[src/rtl/dmem_arbiter_if.sv]
// Bundle of the CPU MEM-stage, debug requester and DataMemory signals around dmem_arbiter.
// The slave modport is the arbiter's view; master is the surrounding system's view.
interface dmem_arbiter_if #(
    parameter int ADDR_W = 32,
    parameter int DATA_W = 32
);
    logic              cpu_rd;
    logic              cpu_wr;
    logic [ADDR_W-1:0] cpu_addr;
    logic [DATA_W-1:0] cpu_wdata;
    logic [DATA_W-1:0] cpu_rdata;
    logic              cpu_stall;

    logic              dbg_req;
    logic              dbg_we;
    logic [ADDR_W-1:0] dbg_addr;
    logic [DATA_W-1:0] dbg_wdata;
    logic              dbg_ack;
    logic [DATA_W-1:0] dbg_rdata;

    logic              mem_rd;
    logic              mem_wr;
    logic [ADDR_W-1:0] mem_addr;
    logic [DATA_W-1:0] mem_wdata;
    logic [DATA_W-1:0] mem_rdata;

    modport slave (
        input  cpu_rd, cpu_wr, cpu_addr, cpu_wdata,
        input  dbg_req, dbg_we, dbg_addr, dbg_wdata,
        input  mem_rdata,
        output cpu_rdata, cpu_stall,
        output dbg_ack, dbg_rdata,
        output mem_rd, mem_wr, mem_addr, mem_wdata
    );

    modport master (
        output cpu_rd, cpu_wr, cpu_addr, cpu_wdata,
        output dbg_req, dbg_we, dbg_addr, dbg_wdata,
        output mem_rdata,
        input  cpu_rdata, cpu_stall,
        input  dbg_ack, dbg_rdata,
        input  mem_rd, mem_wr, mem_addr, mem_wdata
    );
endinterface

[src/rtl/dmem_arbiter.sv]
// Data-memory port arbiter: CPU MEM stage has fixed priority, debug/loader accesses fill idle
// cycles, and a starved debug request forces a single CPU stall slot after MAX_WAIT denials.
module dmem_arbiter #(
    parameter int ADDR_W   = 32,
    parameter int DATA_W   = 32,
    parameter int MAX_WAIT = 8
) (
    input  logic           clk,
    input  logic           reset,
    dmem_arbiter_if.slave  arb_if
);

    typedef enum logic [1:0] {
        S_IDLE,
        S_WAIT,
        S_ACK
    } dbg_state_e;

    localparam logic [7:0] CNT_LAST = 8'(MAX_WAIT - 1);

    dbg_state_e        state_q, state_d;
    logic [7:0]        cnt_q, cnt_d;
    logic              stall_q, stall_d;
    logic              we_q, we_d;
    logic [ADDR_W-1:0] addr_q, addr_d;
    logic [DATA_W-1:0] wdata_q, wdata_d;
    logic [DATA_W-1:0] rdata_q, rdata_d;

    logic              cpu_active;
    logic              cpu_grant;
    logic              dbg_grant;

    // NOTE: sequential state uses non-blocking assignments only, so every register samples the
    // pre-edge values of its peers regardless of statement order.
    always_ff @(posedge clk) begin
        if (reset) begin
            state_q <= S_IDLE;
            cnt_q   <= '0;
            stall_q <= 1'b0;
            we_q    <= 1'b0;
            addr_q  <= '0;
            wdata_q <= '0;
            rdata_q <= '0;
        end else begin
            state_q <= state_d;
            cnt_q   <= cnt_d;
            stall_q <= stall_d;
            we_q    <= we_d;
            addr_q  <= addr_d;
            wdata_q <= wdata_d;
            rdata_q <= rdata_d;
        end
    end

    // NOTE: every variable gets a default before the case so no path leaves it unassigned,
    // which is what keeps this combinational block from inferring latches.
    always_comb begin
        state_d = state_q;
        cnt_d   = cnt_q;
        stall_d = 1'b0;
        we_d    = we_q;
        addr_d  = addr_q;
        wdata_d = wdata_q;
        rdata_d = rdata_q;
        unique case (state_q)
            S_IDLE: begin
                if (arb_if.dbg_req) begin
                    state_d = S_WAIT;
                    cnt_d   = '0;
                    we_d    = arb_if.dbg_we;
                    addr_d  = arb_if.dbg_addr;
                    wdata_d = arb_if.dbg_wdata;
                end
            end
            S_WAIT: begin
                if (dbg_grant) begin
                    state_d = S_ACK;
                    if (!we_q) rdata_d = arb_if.mem_rdata;
                end else if (cnt_q == CNT_LAST) begin
                    // Counter parks here; the stall slot guarantees the grant next cycle.
                    stall_d = 1'b1;
                end else begin
                    cnt_d = cnt_q + 8'd1;
                end
            end
            S_ACK:   state_d = S_IDLE;
            default: state_d = S_IDLE;
        endcase
    end

    always_comb begin
        cpu_active = arb_if.cpu_rd | arb_if.cpu_wr;
        dbg_grant  = stall_q | (~cpu_active & (state_q == S_WAIT));
        cpu_grant  = cpu_active & ~stall_q;

        arb_if.mem_rd    = arb_if.cpu_rd;
        arb_if.mem_wr    = arb_if.cpu_wr;
        arb_if.mem_addr  = arb_if.cpu_addr;
        arb_if.mem_wdata = arb_if.cpu_wdata;
        if (dbg_grant) begin
            arb_if.mem_rd    = ~we_q;
            arb_if.mem_wr    = we_q;
            arb_if.mem_addr  = addr_q;
            arb_if.mem_wdata = wdata_q;
        end

        arb_if.cpu_rdata = cpu_grant ? arb_if.mem_rdata : '0;
        arb_if.cpu_stall = stall_q;
        arb_if.dbg_ack   = (state_q == S_ACK);
        arb_if.dbg_rdata = rdata_q;
    end

endmodule

[src/flat_wrapper.sv]
// flat-port wrapper written by rule: the top's interface ports become plain ports
module dmem_arbiter_flat 
#(
    parameter int ADDR_W   = 32,
    parameter int DATA_W   = 32,
    parameter int MAX_WAIT = 8
)
  (clk, reset, arb_if_cpu_rd, arb_if_cpu_wr, arb_if_cpu_addr, arb_if_cpu_wdata, arb_if_dbg_req, arb_if_dbg_we, arb_if_dbg_addr, arb_if_dbg_wdata, arb_if_mem_rdata, arb_if_cpu_rdata, arb_if_cpu_stall, arb_if_dbg_ack, arb_if_dbg_rdata, arb_if_mem_rd, arb_if_mem_wr, arb_if_mem_addr, arb_if_mem_wdata);
  dmem_arbiter_if #(.ADDR_W(ADDR_W), .DATA_W(DATA_W)) arb_if_i ();
  input  logic clk;
  input  logic reset;
  input wire logic [$bits(arb_if_i.cpu_rd)-1:0] arb_if_cpu_rd;
  input wire logic [$bits(arb_if_i.cpu_wr)-1:0] arb_if_cpu_wr;
  input wire logic [$bits(arb_if_i.cpu_addr)-1:0] arb_if_cpu_addr;
  input wire logic [$bits(arb_if_i.cpu_wdata)-1:0] arb_if_cpu_wdata;
  input wire logic [$bits(arb_if_i.dbg_req)-1:0] arb_if_dbg_req;
  input wire logic [$bits(arb_if_i.dbg_we)-1:0] arb_if_dbg_we;
  input wire logic [$bits(arb_if_i.dbg_addr)-1:0] arb_if_dbg_addr;
  input wire logic [$bits(arb_if_i.dbg_wdata)-1:0] arb_if_dbg_wdata;
  input wire logic [$bits(arb_if_i.mem_rdata)-1:0] arb_if_mem_rdata;
  output wire logic [$bits(arb_if_i.cpu_rdata)-1:0] arb_if_cpu_rdata;
  output wire logic [$bits(arb_if_i.cpu_stall)-1:0] arb_if_cpu_stall;
  output wire logic [$bits(arb_if_i.dbg_ack)-1:0] arb_if_dbg_ack;
  output wire logic [$bits(arb_if_i.dbg_rdata)-1:0] arb_if_dbg_rdata;
  output wire logic [$bits(arb_if_i.mem_rd)-1:0] arb_if_mem_rd;
  output wire logic [$bits(arb_if_i.mem_wr)-1:0] arb_if_mem_wr;
  output wire logic [$bits(arb_if_i.mem_addr)-1:0] arb_if_mem_addr;
  output wire logic [$bits(arb_if_i.mem_wdata)-1:0] arb_if_mem_wdata;
  assign arb_if_i.cpu_rd = arb_if_cpu_rd;
  assign arb_if_i.cpu_wr = arb_if_cpu_wr;
  assign arb_if_i.cpu_addr = arb_if_cpu_addr;
  assign arb_if_i.cpu_wdata = arb_if_cpu_wdata;
  assign arb_if_i.dbg_req = arb_if_dbg_req;
  assign arb_if_i.dbg_we = arb_if_dbg_we;
  assign arb_if_i.dbg_addr = arb_if_dbg_addr;
  assign arb_if_i.dbg_wdata = arb_if_dbg_wdata;
  assign arb_if_i.mem_rdata = arb_if_mem_rdata;
  assign arb_if_cpu_rdata = arb_if_i.cpu_rdata;
  assign arb_if_cpu_stall = arb_if_i.cpu_stall;
  assign arb_if_dbg_ack = arb_if_i.dbg_ack;
  assign arb_if_dbg_rdata = arb_if_i.dbg_rdata;
  assign arb_if_mem_rd = arb_if_i.mem_rd;
  assign arb_if_mem_wr = arb_if_i.mem_wr;
  assign arb_if_mem_addr = arb_if_i.mem_addr;
  assign arb_if_mem_wdata = arb_if_i.mem_wdata;
  dmem_arbiter #(.ADDR_W(ADDR_W), .DATA_W(DATA_W), .MAX_WAIT(MAX_WAIT)) u_core (.clk(clk), .reset(reset), .arb_if(arb_if_i));
endmodule
[config.mk]
export PLATFORM = sky130hd
export DESIGN_NAME = dmem_arbiter_flat
export DESIGN_NICKNAME = d
export VERILOG_FILES = /design/src/rtl/dmem_arbiter_if.sv /design/src/rtl/dmem_arbiter.sv /design/src/flat_wrapper.sv
export SDC_FILE = /design/constraint.sdc
export NUM_CORES = 1
export LEC_CHECK = 0
export CORE_AREA = 2 2 114 116
export DETAILED_ROUTE_END_ITERATION = 7
export DIE_AREA = 0 0 116 118
export PLACE_DENSITY_LB_ADDON = 0.1
export SYNTH_ARGS = -nofsm -noshare
export SYNTH_HDL_FRONTEND = slang
export SYNTH_SLANG_ARGS = --single-unit
[constraint.sdc]
create_clock -name clk -period 2.68 [get_ports clk]
set_input_delay 0.536 -clock clk [delete_from_list [all_inputs] [get_ports clk]]
set_output_delay 0.536 -clock clk [all_outputs]
set_load 0.005 [all_outputs]
Word-level counts from Yosys, hierarchy flattened
Cells that the tools add are included.
{ "word_totals": {"mem_bits_rw": 0, "rom_bits": 0, "output_inout_bits": 132, "ff_bits": 108, "wordCells": 43, "memories": 0, "inputBits": 166, "latch_bits": 0} }
{ "op_classes": {"magnitude_cmp": 0, "reduce_logical": 7, "shifts": 0, "multipliers": 0, "n_mux": 13, "bitwise_logic": 8, "add_sub_neg": 1, "n_eq_ne": 7, "n_div": 0} }
{ "op_table": {"columns": ["cell", "count"], "rows": [
  ["32-bit two-way mux", 3],
  ["8-bit two-way mux", 3],
  ["8-bit case mux with 2 select lines", 1],
  ["8-bit by 1-bit adder with 8-bit output, second input constant", 1],
  ["8-bit by 3-bit == test with 1-bit output, second input constant", 1],
  ["2-bit != test, second input constant", 3],
  ["2-bit two-way mux", 2],
  ["1-bit inverter", 4],
  ["2-bit case mux with 2 select lines", 1],
  ["2-bit AND reduction", 2],
  ["4-bit AND reduction", 1],
  ["1-bit two-way mux", 3],
  ["3-bit AND reduction", 1],
  ["3-bit OR reduction", 1],
  ["1-bit bitwise AND", 2],
  ["2-bit by 1-bit == test with 1-bit output, second input constant", 1],
  ["2-bit == test, second input constant", 1],
  ["2-bit zero test", 1],
  ["2-bit by 1-bit != test with 1-bit output, second input constant", 1],
  ["1-bit OR", 2],
  ["2-bit nonzero test", 1]
]} }

Depth between registers and ports, before layout
{ "depth": {"word_depth": 6, "ltp_mapped": 6, "depth_no_buf": 5} }

Least setup slack after synthesis
Ideal clock, no wire load.
{ "synth_timing": {"path_type": "in2out", "start": "input arb_if_cpu_wr", "end": "output arb_if_mem_wdata[22]", "required_ps": 2144, "arrival_ps": 1570, "cell_stages": 5, "path_buffers": 2, "setup_slack_ps": 574, "cell_sequence": "o21bai_1 -> o21ai_1 -> buf_4 -> buf_4 -> mux2_1"} }
{ "synth_between": {"elab_chain_len": 5} }
{ "synth_rtl": {"columns": ["element", "line", "source"], "rows": [
  ["from (decl)", "flat_wrapper.sv:13", "input wire logic [$bits(arb_if_i.cpu_wr)-1:0] arb_if_cpu_wr;"],
  ["1-bit OR", "dmem_arbiter.sv:92", "cpu_active = arb_if.cpu_rd | arb_if.cpu_wr;"],
  ["1-bit inverter", "dmem_arbiter.sv:93", "dbg_grant = stall_q | (~cpu_active & (state_q == S_WAIT));"],
  ["1-bit bitwise AND", "dmem_arbiter.sv:93", null],
  ["1-bit OR", "dmem_arbiter.sv:93", null],
  ["32-bit two-way mux", "dmem_arbiter.sv:100", "if (dbg_grant) begin"],
  ["to (decl)", "flat_wrapper.sv:28", "output wire logic [$bits(arb_if_i.mem_wdata)-1:0] arb_if_mem_wdata;"]
]} }
Every way passes these cells.

Worst setup path in the final report
{ "layout_timing": {"start": "register u_core.state_q[0]", "end": "output arb_if_mem_addr[16]"} }
{ "layout_between": {"elab_chain_len": 4} }
{ "layout_rtl": {"columns": ["element", "line", "source"], "rows": [
  ["from (decl)", "dmem_arbiter.sv:21", "dbg_state_e state_q, state_d;"],
  ["from (signal assigned)", "dmem_arbiter.sv:45", "state_q <= state_d;"],
  ["2-bit by 1-bit == test with 1-bit output", "dmem_arbiter.sv:93", null],
  ["1-bit bitwise AND", "dmem_arbiter.sv:93", null],
  ["1-bit OR", "dmem_arbiter.sv:93", null],
  ["32-bit two-way mux", "dmem_arbiter.sv:100", null],
  ["to (decl)", "flat_wrapper.sv:27", "output wire logic [$bits(arb_if_i.mem_addr)-1:0] arb_if_mem_addr;"]
]} }
Every way passes these cells.

==> run_results.csv <==
group,metric,value,unit
status,status,"complete, no violations",
critical_path,crit_path_start_kind,"flop",
clock_tree,clock-sinks,108,
route,vias_per_cell,4.80,
min_path,hp-class,"flop to flop",
critical_path,max_stage_delay,350,ps
min_path,whs_endpoint,"u_core.wdata_q[23]",
synth,synth_top_cell_by_area,"dfxtp_1",
critical_path,crit_type,"flop to output port",
clock_tree,cts_root_buf,"clkbuf_16",
grt,grt_start_max_net_pins,66,
grt,grt_pass1_wl,25300,microns
route,drt_pass1_iterations,4,
floorplan,die_h,118,microns
critical_path,crit_buf_inv,3,
synth,yosysWarnings,0,
critical_path,r2r_slack,910,ps
floorplan,initial_core_util,39.4,%
critical_path,rr_worst_depth,6,
synth,synth_mux_area_share,15.0,%
synth,synth_cells,599,
flow_run,cap_viol_max_count,0,
critical_path,required,2140,ps
clock_tree,htreeDepth,3,
synth,syn_area_per_cell,8.16,sq um
synth,synth_edf_count,0,
sta,fmax,0.374,GHz
sta,slew_headroom,55.7,%
clock_tree,cts_tree,"yes",
place,post_dp_cell_area,8100,sq um
sta,tns,0,ps
critical_path,crit_fanout,10,
synth,ys_ff_latch,108,
floorplan,ioPinCount,298,
power_and_ir_drop,peakVddDrop,398,uV
sta,finalClockSkew,6.77,ps
synth,synth-adder-area-share,0.256,%
floorplan,die_w,116,microns
synth,synth.area.top_cells,"dfxtp_1, nand2_1, mux2_2, a21oi_1, and2_1",
route,remaining_drc_errors,0,
final_layout,layout_common_cells,"clkdlybuf4s50_1, nand2_1, dfxtp_1, a21oi_1, mux2_2",
final_layout,layout.cells.non_filler,1071,
place,place.gp.congestion,0.799,
route,wl_per_cell,15.3,microns
clock_tree,clk_latency,330,ps
sta,tightest_slew,665,ps
final_layout,nNetsFinal,1061,
clock_tree,cts_max_path_buffers,2,
route,vias,5141,
synth,async_flop_share,0,%
synth,synth_seq_area_share,44.3,%
synth,synth_top_area_share,44.3,%
route,dr.first_iter.drc_count,255,
final_layout,area_delta_synth_final,76.0,%
synth,netlist_area,4890,sq um
place,placedCellCount,1043,
floorplan,core,12400,sq um
final_layout,mostFrequentLayoutCell,"clkdlybuf4s50_1",
route,antenna_left,0,
critical_path,critPathTopFamily,"buffers and inverters",
synth,synth_top_family_by_area,"simple AND/OR/NAND/NOR gates",
synth,yosys.area_share.simple,23.2,%
synth,synth_ff_type,"dfxtp_1",
synth,synthXorXnorAreaFrac,0,%
min_path,hold_path_depth,2,
grt,grt-ovfl-total,0,
sta,drv_slew,0,
critical_path,r2r-start,"u_core.arb_if.cpu_stall",
place,place.detailed.hpwl,12100,microns
sta,period_share,99.8,%
critical_path,worstSetupEndpointType,"output port",
sta,report.final.setup_viol,0,
power_and_ir_drop,finalPower,3.89,mW
critical_path,cp_data_arrival_time,2140,ps
route,postRouteWirelength,16400,microns
place,io_buffers,297,
power_and_ir_drop,p_leak,3.43,nW
floorplan,std_cell_rows,41,
grt,grt_usage,23.1,%
grt,antenna_found_initial,0,
critical_path,slowest_stage,"dfxtp_2",
sta,fin_crit,2670,ps
clock_tree,clk_pin_slew_worst_paths,70,ps
critical_path,cp_cell_sequence,"and2b_2, o21ai_4, buf_12, bufbuf_16, mux2_2, dlygate4sd2_1",
floorplan,die_area,13700,sq um
final_layout,drive_gt1_share,12.9,%
synth,syn_nets,766,
final_layout,antenna_cells,0,
power_and_ir_drop,p_per_area,452,nW/um^2
sta,rsz0062_at_grt,"true",
critical_path,r2r_end,"u_core.arb_if.dbg_rdata[21]",
min_path,hold_start,"u_core.wdata_q[23]",
sta,hold_viol,0,
grt,grt_pass1_vias,5021,
synth,synthDistinctLibCells,38,
clock_tree,cts_buffers,9,
clock_tree,cts_hold_buf,0,
final_layout,fin_area,8600,sq um
synth,synth-compound-area-share,13.1,%
==> power breakdown <==
part	total [mW]	internal (mW)	switching (mW)
Sequential	1.73	1.68	0.0475
Combinational	0.831	0.527	0.304
Clock	1.33	0.754	0.572
==> area by class of cell <==
| cell class | instances | area, sq um |
|---|---|---|
| Sequential cell | 108 | 2160 |
| Multi-Input combinational cell | 445 | 2560 |
| Clock inverter | 5 | 60.1 |
| Clock buffer | 11 | 243 |
| Timing Repair Buffer | 328 | 3350 |
| Inverter | 2 | 7.51 |
| Fill cell | 1051 | 3820 |
| Tap cell | 172 | 215 |
==> cell families (layout without fill, tap and decap cells) <==
logic type,count (synthesis),after routing
multiplexers,65,65
buffers and inverters,46,346
flip-flops,108,108
AO/OA/AOI/OAI,119,119
adder cells (fa/ha/maj),1,1
AND/OR/NAND/NOR,260,260
==> cells in the mapped netlist, types with 2 or more instances <==
library cell  count
dfxtp_1         108
a21oi_1         102
nand3_1           4
nand4_1           2
mux2_1           11
inv_1             2
a41oi_1           2
nand2_1         201
mux2_2           54
a31oi_1           6
and3_1            2
and2_1           33
buf_4             5
clkbuf_1         27
nor2_1            5
buf_2            12
or3_1             2
==> worst min-delay path, stage by stage (launching register included) <==
cell     delay (ps)
dfxtp_1         310
nand2_1          50
a21oi_1          50
==> registers in the layout (all words and copies together), names as in the netlist <==
name and count:
u_core.arb_if.dbg_rdata 32, u_core.arb_if.cpu_stall 1, u_core.we_q 1, u_core.cnt_q 8
u_core.addr_q 32, u_core.wdata_q 32, u_core.state_q 2
==> layer usage <==
layer / wire (microns) / global-route usage [%] / vias to the layer above
met2: 8170 / 40.9 / 212
li1: - / - / 2583
met3: 1530 / 7.26 / 22
met4: 308 / 7.51 / 0
met5: 0 / 0 / -
met1: 6410 / 26.0 / 2324
==> metrics by stage <==
step                      hold slack (ps)  util (%)  worst slack (ps)
after global routing                  473      69.3             -52.2
after floorplan                       432         -               574
final                                 454      69.3              6.10
after detailed placement              446      65.3              -292
after CTS                             455      68.4             -80.5
after global placement                440      65.3              -286
==> timing repair <==
item,CTS,global route
hold endpoints to repair,0,0
pin swaps,2,1
gates resized for setup,64,21
buffers inserted,3,6
cloned,3,0
setup endpoints to repair,98,38
==> worst max path at each step <==
| stage | endpoint | startpoint | slack [ps] | depth (start not counted) |
|---|---|---|---|---|
| finish | arb_if_mem_addr[16] | u_core.state_q[0] | 6 | 6 |
| detailed placement | arb_if_mem_wdata[24] | arb_if_cpu_wr | -290 | 6 |
| global route | arb_if_mem_wdata[21] | u_core.state_q[0] | -50 | 6 |
| floorplan | arb_if_mem_wdata[22] | arb_if_cpu_wr | 570 | 5 |
| CTS | arb_if_mem_addr[21] | u_core.state_q[0] | -80 | 6 |
| global placement | arb_if_mem_wdata[24] | arb_if_cpu_wr | -290 | 6 |
Power figures use the tool's default switching activity.
